--- config.mk ---
export PLATFORM = sky130hd
export DESIGN_NAME = nibble_serial_adder_ctrl_flat
export DESIGN_NICKNAME = d
export VERILOG_FILES = /design/src/rtl/nibble_serial_adder_ctrl_pkg.sv /design/src/rtl/nibble_serial_adder_ctrl_if.sv /design/src/rtl/nibble_serial_adder_ctrl_adder4.sv /design/src/rtl/nibble_serial_adder_ctrl.sv /design/src/flat_wrapper.sv
export SDC_FILE = /design/constraint.sdc
export NUM_CORES = 1
export LEC_CHECK = 0
export ABC_AREA = 1
export BUFFER_PORTS_ARGS = -buffer_cell sky130_fd_sc_hd__buf_2
export CAP_MARGIN = 20
export CORE_MARGIN = 2
export CORE_UTILIZATION = 45
export CTS_BUF_LIST = sky130_fd_sc_hd__clkbuf_16
export DETAILED_ROUTE_END_ITERATION = 6
export GPL_TIMING_DRIVEN = 0
export PLACE_DENSITY_LB_ADDON = 0.25
export SYNTH_ARGS = -nofsm -noshare
export SYNTH_HDL_FRONTEND = slang
export SYNTH_SLANG_ARGS = --single-unit
--- constraint.sdc ---
create_clock -name clk -period 4.64 [get_ports clk]
set_clock_uncertainty 0.1 [all_clocks]
set_input_delay 1.16 -clock clk [delete_from_list [all_inputs] [get_ports clk]]
set_output_delay 1.16 -clock clk [all_outputs]
set_load 0.03 [all_outputs]
--- src/rtl/nibble_serial_adder_ctrl_pkg.sv ---
// Shared constants and FSM encoding for the nibble-serial adder sequencer.
//   NIBBLE_W    : width of the shared adder slice
//   state_e     : IDLE / RUN / DONE sequencer states
//   idx_width() : bit width needed to hold a nibble index
package nibble_serial_adder_ctrl_pkg;

    localparam int unsigned NIBBLE_W = 4;

    typedef enum logic [1:0] {
        ST_IDLE = 2'd0,
        ST_RUN  = 2'd1,
        ST_DONE = 2'd2
    } state_e;

    // At least one bit, even when only a single nibble is processed.
    function automatic int unsigned idx_width(input int unsigned n);
        return (n > 1) ? $clog2(n) : 1;
    endfunction

endpackage

--- src/rtl/nibble_serial_adder_ctrl_if.sv ---
// Request/result bundle between a requester and the nibble-serial adder.
//   start, clear, Cin, A, B : requester -> sequencer
//   ready, done, Sum, Cout  : sequencer -> requester
interface nibble_serial_adder_ctrl_if #(
    parameter int unsigned WIDTH = 16
);
    logic             start;
    logic             clear;
    logic             Cin;
    logic [WIDTH-1:0] A;
    logic [WIDTH-1:0] B;
    logic             ready;
    logic             done;
    logic [WIDTH-1:0] Sum;
    logic             Cout;

    modport master (
        output start, clear, Cin, A, B,
        input  ready, done, Sum, Cout
    );

    modport slave (
        input  start, clear, Cin, A, B,
        output ready, done, Sum, Cout
    );
endinterface

--- src/rtl/nibble_serial_adder_ctrl_adder4.sv ---
// Single 4-bit ripple slice shared across all nibbles of an operation.
//   i_cin, i_a, i_b : carry-in and operand nibbles
//   o_sum_c, o_cout_c : combinational nibble sum and carry-out
module nibble_serial_adder_ctrl_adder4
    import nibble_serial_adder_ctrl_pkg::*;
(
    input  logic                i_cin,
    input  logic [NIBBLE_W-1:0] i_a,
    input  logic [NIBBLE_W-1:0] i_b,
    output logic [NIBBLE_W-1:0] o_sum_c,
    output logic                o_cout_c
);

    localparam int unsigned EXT_W = NIBBLE_W + 1;

    logic [EXT_W-1:0] w_total;

    assign w_total  = EXT_W'(i_a) + EXT_W'(i_b) + EXT_W'(i_cin);
    assign o_sum_c  = w_total[NIBBLE_W-1:0];
    assign o_cout_c = w_total[NIBBLE_W];

endmodule

--- src/rtl/nibble_serial_adder_ctrl.sv ---
// Computes WIDTH-bit A+B+Cin one nibble per clock through a single adder4
// slice and a carry register. Operands are captured on the accepting edge,
// the result is published on Sum/Cout together with a one-cycle done pulse.
//   clk, rst_n : clock, asynchronous active-low reset
//   bus        : slave side of the request/result bundle
//                (start/clear/Cin/A/B in, ready/done/Sum/Cout out)
// WIDTH must be a multiple of 4 and at least 4.
module nibble_serial_adder_ctrl
    import nibble_serial_adder_ctrl_pkg::*;
#(
    parameter int unsigned WIDTH = 16
) (
    input  logic                       clk,
    input  logic                       rst_n,
    nibble_serial_adder_ctrl_if.slave  bus
);

    localparam int unsigned NIBBLES  = WIDTH / NIBBLE_W;
    localparam int unsigned IDX_W    = idx_width(NIBBLES);
    localparam logic [IDX_W-1:0] IDX_LAST = IDX_W'(NIBBLES - 1);

    state_e             r_state;
    logic [IDX_W-1:0]   r_idx;
    logic               r_carry;
    logic [WIDTH-1:0]   r_a;
    logic [WIDTH-1:0]   r_b;
    logic [WIDTH-1:0]   r_res;
    logic [WIDTH-1:0]   r_sum;
    logic               r_cout;
    logic               r_done;
    logic               r_ready;

    logic [NIBBLE_W-1:0] w_nib_a;
    logic [NIBBLE_W-1:0] w_nib_b;
    logic [NIBBLE_W-1:0] w_sum4;
    logic                w_cout4;
    logic [WIDTH-1:0]    w_res_next;

    // Operand nibble select for the current index.
    always_comb begin
        w_nib_a = '0;
        w_nib_b = '0;
        for (int unsigned i = 0; i < NIBBLES; i++) begin
            if (r_idx == IDX_W'(i)) begin
                w_nib_a = r_a[i*NIBBLE_W +: NIBBLE_W];
                w_nib_b = r_b[i*NIBBLE_W +: NIBBLE_W];
            end
        end
    end

    nibble_serial_adder_ctrl_adder4 u_adder4 (
        .i_cin    (r_carry),
        .i_a      (w_nib_a),
        .i_b      (w_nib_b),
        .o_sum_c  (w_sum4),
        .o_cout_c (w_cout4)
    );

    // Result nibble insert; kept apart from the select so the adder path
    // does not form a combinational loop through one block.
    always_comb begin
        w_res_next = r_res;
        for (int unsigned i = 0; i < NIBBLES; i++) begin
            if (r_idx == IDX_W'(i)) begin
                w_res_next[i*NIBBLE_W +: NIBBLE_W] = w_sum4;
            end
        end
    end

    // Sequencer: state, working registers and registered outputs.
    always_ff @(posedge clk or negedge rst_n) begin
        if (!rst_n) begin
            r_state <= ST_IDLE;
            r_idx   <= '0;
            r_carry <= 1'b0;
            r_a     <= '0;
            r_b     <= '0;
            r_res   <= '0;
            r_sum   <= '0;
            r_cout  <= 1'b0;
            r_done  <= 1'b0;
            r_ready <= 1'b1;
        end else begin
            r_done <= 1'b0;
            // Abort outranks everything but is meaningless while idle,
            // so a same-cycle start in IDLE still wins.
            if (bus.clear && (r_state != ST_IDLE)) begin
                r_state <= ST_IDLE;
                r_idx   <= '0;
                r_ready <= 1'b1;
            end else begin
                case (r_state)
                    ST_IDLE: begin
                        if (bus.start) begin
                            r_a     <= bus.A;
                            r_b     <= bus.B;
                            r_carry <= bus.Cin;
                            r_res   <= '0;
                            r_idx   <= '0;
                            r_state <= ST_RUN;
                            r_ready <= 1'b0;
                        end
                    end
                    ST_RUN: begin
                        r_res   <= w_res_next;
                        r_carry <= w_cout4;
                        if (r_idx == IDX_LAST) begin
                            r_idx   <= '0;
                            r_sum   <= w_res_next;
                            r_cout  <= w_cout4;
                            r_done  <= 1'b1;
                            r_state <= ST_DONE;
                        end else begin
                            r_idx <= r_idx + IDX_W'(1);
                        end
                    end
                    ST_DONE: begin
                        r_state <= ST_IDLE;
                        r_ready <= 1'b1;
                    end
                    default: begin
                        r_state <= ST_IDLE;
                        r_ready <= 1'b1;
                    end
                endcase
            end
        end
    end

    assign bus.ready = r_ready;
    assign bus.done  = r_done;
    assign bus.Sum   = r_sum;
    assign bus.Cout  = r_cout;

endmodule

--- src/flat_wrapper.sv ---
// flat-port wrapper written by rule: the top's interface ports become plain ports
module nibble_serial_adder_ctrl_flat import nibble_serial_adder_ctrl_pkg::*;
#(
    parameter int unsigned WIDTH = 16
)
  (clk, rst_n, bus_start, bus_clear, bus_Cin, bus_A, bus_B, bus_ready, bus_done, bus_Sum, bus_Cout);
  nibble_serial_adder_ctrl_if #(.WIDTH(WIDTH)) bus_i ();
  input  logic clk;
  input  logic rst_n;
  input wire logic [$bits(bus_i.start)-1:0] bus_start;
  input wire logic [$bits(bus_i.clear)-1:0] bus_clear;
  input wire logic [$bits(bus_i.Cin)-1:0] bus_Cin;
  input wire logic [$bits(bus_i.A)-1:0] bus_A;
  input wire logic [$bits(bus_i.B)-1:0] bus_B;
  output wire logic [$bits(bus_i.ready)-1:0] bus_ready;
  output wire logic [$bits(bus_i.done)-1:0] bus_done;
  output wire logic [$bits(bus_i.Sum)-1:0] bus_Sum;
  output wire logic [$bits(bus_i.Cout)-1:0] bus_Cout;
  assign bus_i.start = bus_start;
  assign bus_i.clear = bus_clear;
  assign bus_i.Cin = bus_Cin;
  assign bus_i.A = bus_A;
  assign bus_i.B = bus_B;
  assign bus_ready = bus_i.ready;
  assign bus_done = bus_i.done;
  assign bus_Sum = bus_i.Sum;
  assign bus_Cout = bus_i.Cout;
  nibble_serial_adder_ctrl #(.WIDTH(WIDTH)) u_core (.clk(clk), .rst_n(rst_n), .bus(bus_i));
endmodule
Yosys cells after proc, flatten, opt, wreduce, memory -nomap -nowiden

Cells that the tools add are included.

Bits in registers: 72
Bits of input ports: 37
Output and inout port bits: 19
Logic and storage cells: 64

$add $sub $neg: 3
Equality and inequality tests: 8
Mux-type cells: 30
Bitwise gates (word level): 1
Reduce and logical (&&, ||, !) cells: 12

Operator list:

| kind                                                   | number |
|---|---|
| 2-to-1 mux 4 bit                                       | 12 |
| one-hot mux 16 bit (2 select lines)                    | 1 |
| 2-to-1 mux 16 bit                                      | 1 |
| 2-to-1 mux 2 bit                                       | 6 |
| AND reduction 3 bit                                    | 3 |
| one-hot mux 2 bit (2 select lines)                     | 2 |
| 2-to-1 mux 1 bit                                       | 6 |
| AND reduction 2 bit                                    | 3 |
| adder 4 x 4 -> 5 bit                                   | 1 |
| adder 5 x 1 -> 5 bit                                   | 1 |
| equality test 2 x 1 -> 1 bit (second input constant)   | 2 |
| equality test 2 bit (second input constant)            | 2 |
| zero test 2 bit                                        | 2 |
| one-hot mux 1 bit (2 select lines)                     | 2 |
| nonzero test 2 bit                                     | 2 |
| inequality test 3 x 1 -> 1 bit (second input constant) | 1 |
| inequality test 3 x 2 -> 1 bit (second input constant) | 1 |
| nonzero test 3 bit                                     | 1 |
| adder 2 x 1 -> 2 bit (second input constant)           | 1 |
| inequality test 2 x 1 -> 1 bit (second input constant) | 1 |
| inequality test 2 bit (second input constant)          | 1 |
| logical AND 1 bit                                      | 1 |
| NOT 1 bit                                              | 1 |

Depth between registers and ports, before layout

Word-level depth: 9
Mapped depth: 18
Gate-level depth less buffers: 18

By module

A second synthesis with hierarchy kept.

Cell total of the unflattened synthesis: 541
Area, all modules: 3839.9 sq um

By module, submodules not included:

| module                          | times used | cells each | area each (sq um) | sequential area each (sq um) |
|---|---|---|---|---|
| nibble_serial_adder_ctrl        | 1          | 516        | 3674.8            | 1803.0 |
| nibble_serial_adder_ctrl_adder4 | 1          | 25         | 165.2             | 0.0 |

Least setup slack after synthesis

No wires, ideal clock.

Path type: register to register
Start: reg u_core.r_idx[0]
End: reg u_core.r_res[9]
Library setup time: 118 ps
Data arrival time: 2564 ps
Data required time: 4422 ps
Setup slack: 1858 ps
Stages on the path, launching flop included: 17
Buffers on the path: 1
Clock period less this slack: 2782 ps
Cell sequence: dfrtp_1 > inv_1 > ha_1 > clkbuf_1 > nand2_1 > o21ai_0 > nand2_1 > nand2_1 > o21ai_0 > fa_1 > inv_1 > fa_1 > inv_1 > nand2_1 > o21ai_0 > nand3b_1 > nand2_1

Word-level cells in the longest chain between the ends: 9
Elaborated cells between the ends (all ways): 16
Those cells by class: 2 x add/sub; 3 x eq/ne; 10 x mux; 1 x reduce/logical

RTL lines:

| what                                    | RTL line                              | text |
|---|---|---|
| start: declaration                      | nibble_serial_adder_ctrl.sv:23        | `logic [IDX_W-1:0] r_idx;` |
| start signal: assignment                | nibble_serial_adder_ctrl.sv:114       | `r_idx <= r_idx + IDX_W'(1);` |
| zero test 2 bit                         | nibble_serial_adder_ctrl.sv:44        | `if (r_idx == IDX_W'(i)) begin` |
| 2-to-1 mux 4 bit (4 in series)          | nibble_serial_adder_ctrl.sv:44        |  |
| adder 4 x 4 -> 5 bit                    | nibble_serial_adder_ctrl_adder4.sv:18 | `assign w_total = EXT_W'(i_a) + EXT_W'(i_b) + EXT_W'(i_cin);` |
| adder 5 x 1 -> 5 bit                    | nibble_serial_adder_ctrl_adder4.sv:18 |  |
| 2-to-1 mux 4 bit (*)                    | nibble_serial_adder_ctrl.sv:64        | `if (r_idx == IDX_W'(i)) begin` |
| one-hot mux 16 bit (2 select lines) (*) | nibble_serial_adder_ctrl.sv:92        | `case (r_state)` |
| end signal: assignment                  | nibble_serial_adder_ctrl.sv:105       | `r_res <= w_res_next;` |
| end: declaration                        | nibble_serial_adder_ctrl.sv:27        | `logic [WIDTH-1:0] r_res;` |

Every way passes the cells marked *; elsewhere a longest branch is shown, timed or not.
A chain may end at the register's enable or synchronous reset.

Final worst setup path

Ends and elaborated chain as after synthesis.

==> flow_summary.json <==
{
  "synth_compound_area_share_pct": 7.63,
  "worst_pin_slew_ns": 0.838,
  "worstHoldPathType": "flip-flop to flip-flop",
  "p_leak_nw": 2.19,
  "status": "completed",
  "worstPathMaxFanout": 10,
  "yosys.area_share.simple_pct": 30.2,
  "crit_type": "flip-flop to flip-flop",
  "clock_sink_count": 68,
  "grt_pass1_vias": 2610,
  "synth_seq_cells": 68,
  "place.port_buffers": 55,
  "ff_latch_area_sq_um": 1700,
  "syn_nets": 445,
  "synth_xor_area_share_pct": 0,
  "reg2reg_depth": 14,
  "cts_resized": 0,
  "routed_wl_mm": 7.33,
  "preCtsSetupSlack_ns": 1.34,
  "h-tree-depth": 3,
  "cp_data_arrival_time_ns": 3.47,
  "syn-cell-area_sq_um": 3200,
  "multi_input_area_sq_um": 1340,
  "dieArea_sq_um": 7790,
  "ys_seq_area_share_pct": 53.3,
  "p_per_area_nw_per_um2": 545,
  "clk_pin_slew_worst_paths_ns": 0.06,
  "grt_pass1_wl_mm": 12.3,
  "layout.cells.non_filler": 566,
  "fillers": 670,
  "synthMuxAreaShare_pct": 0,
  "fin_tns_setup_ns": 0,
  "viasPerCell": 4.81,
  "r2r-start": "u_core.r_idx[0]$_DFFE_PN0P_",
  "pin_count": 56,
  "cts_setup_buffers": 0,
  "slew_headroom_pct": 44.1,
  "synth_top_family_by_area": "simple AND/OR/NAND/NOR gates",
  "fin_crit_sh_pct": 72.1,
  "clk-insertion-delay-late_ns": 0.33,
  "avgSynthCellArea_sq_um": 8.01,
  "clockBufferDepth": 2,
  "max_freq_mhz": 299,
  "rsz0062_at_grt": "no",
  "syn_inst": 399,
  "synthAdderAreaFrac_pct": 3.99,
  "hold_end": "u_core.bus.Sum[4]$_DFFE_PN0P_",
  "overflow": 0,
  "finalWorstSetupSlack_ns": 1.29,
  "final_common_cell": "nand2_1",
  "syn_to_final_growth_pct": 20.6,
  "slew_viol_final": 0,
  "r2r_slack_ns": 1.29,
  "final_cell_mix": "nand2_1, dfrtp_1, buf_2",
  "holdPathStages": 2,
  "rr_endpoint": "u_core.r_res[9]$_DFFE_PN0P_",
  "drive_gt1_share_pct": 18.5,
  "drtAntennaViolNets": 0,
  "hpwlAfterDp_mm": 5.17,
  "antenna_found_initial": 0,
  "route.detailed.drc": 0,
  "drtIter0Drc": 126,
  "postLayoutCoreUtil_pct": 56.4,
  "start_kind": "flip-flop",
  "wire_per_inst_um": 13.0,
  "globalplace.congestion": 0.817,
  "fp.dieH_um": 88.3,
  "cap_violations": 0,
  "rows": 30,
  "ir_drop_mv": 0.221,
  "dr.pass1.iters": 4,
  "grt_max_degree": 69,
  "dp_cells": 550,
  "crit_required_ns": 4.76,
  "cts_tree": "built",
  "vias": 2722,
  "n_antenna_cell": 0,
  "yosys_warnings": 0,
  "fin_crit_ns": 3.35,
  "setup_viol": 0,
  "nets": 511,
  "synth_cell_types": 24,
  "core_sq_um": 6830,
  "hold_start": "u_core.bus.Sum[4]$_DFFE_PN0P_",
  "die_x_um": 88.3,
  "track_usage_pct": 20.8,
  "cp-end-kind": "flip-flop",
  "cts_hold_buf": 0,
  "cts_root_buf": "clkbuf_16",
  "cts_made_buffers": 9,
  "start_util_pct": 46.8,
  "hold_violations": 0
}
[sequential cells by signal (all words and copies together), names as in the netlist]
signal and cells:
u_core.r_carry 1, u_core.r_b 16, u_core.bus.Cout 1, u_core.r_state 2
u_core.r_idx 2, u_core.bus.Sum 16, u_core.bus.ready 1, u_core.r_res 12
u_core.r_a 16, u_core.bus.done 1
[worst max-delay path, cell delays in order, from the launching register on]
cell and delay (ns):
dfrtp_1 0.40, inv_1 0.12, ha_1 0.33, clkbuf_1 0.45, a21oi_1 0.12, nand2_1 0.09, o21ai_0 0.14, fa_1 0.42
inv_1 0.11, fa_1 0.48, inv_1 0.13, nand2_1 0.05, o21ai_0 0.09, nand3b_1 0.14, nand2_1 0.06
[per-layer routing]
metal	share of wire [%]	global-route usage, %	up-vias
met1	46	27.3	1236
met5	0	0	-
li1	-	-	1390
met2	47	33.2	86
met3	5.6	3.64	10
met4	1.5	10.7	0
[stage by stage]
step	total power, mW	hold slack (ns)	cell area, sq um
detailed placement	1.51	0.357	3590
CTS	2.11	0.371	3850
global placement	1.48	0.349	3590
global route	2.25	0.391	3850
finish	2.10	0.367	3850
floorplan	1.29	0.341	3200
[worst max-delay path by stage]
stage / startpoint / end / cells past startpoint
6_report: u_core.r_idx[0]$_DFFE_PN0P_ / u_core.r_res[9]$_DFFE_PN0P_ / 14
5_1_grt: u_core.r_idx[0]$_DFFE_PN0P_ / u_core.bus.Sum[6]$_DFFE_PN0P_ / 15
4_1_cts: u_core.r_idx[0]$_DFFE_PN0P_ / u_core.r_res[9]$_DFFE_PN0P_ / 14
3_5_place_dp: u_core.r_idx[0]$_DFFE_PN0P_ / u_core.r_res[9]$_DFFE_PN0P_ / 14
3_3_place_gp: u_core.r_idx[0]$_DFFE_PN0P_ / u_core.r_res[9]$_DFFE_PN0P_ / 14
2_1_floorplan: u_core.r_idx[0]$_DFFE_PN0P_ / u_core.r_res[9]$_DFFE_PN0P_ / 16
[synthesized netlist by cell type, drive strengths merged]
master | instances | area share, %
a21oi | 17 | 2.7
a31oi | 1 | 0.20
buf | 7 | 1.3
clkbuf | 8 | 0.94
clkinv | 1 | 0.12
dfrtp | 67 | 52
dfstp | 1 | 0.82
fa | 2 | 1.3
ha | 7 | 2.7
inv | 22 | 2.6
nand2 | 190 | 23
nand3 | 23 | 3.6
nand3b | 2 | 0.47
nor2 | 16 | 2.6
nor3 | 1 | 0.16
o21ai | 28 | 4.4
o22ai | 2 | 0.39
or2 | 4 | 0.78
[layout make-up]
type,count,share of cell area (%)
sequential,68,44.2
multi-input combinational,293,34.7
timing repair buffer,55,7.21
clock buffer,9,5.84
tap,96,3.12
inverter,23,2.24
buffer,15,1.85
clock inverter,7,0.909
[power by group]
group / leakage, nW / switching, mW / internal, mW
combinational: 1.18 / 0.470 / 0.232
clock: 0.134 / 0.243 / 0.353
sequential: 0.881 / 0.0739 / 0.731
total: 2.19 / 0.787 / 1.32
[cell families (layout without fill, tap and decap cells)]
family	Yosys count	in the layout
and+or+nand+nor	236	236
DFF	68	68
buffers and inverters	38	109
adders and majority gates	9	9
AOI/OAI and AO/OA	48	48
(Power assumes the default switching activity.)
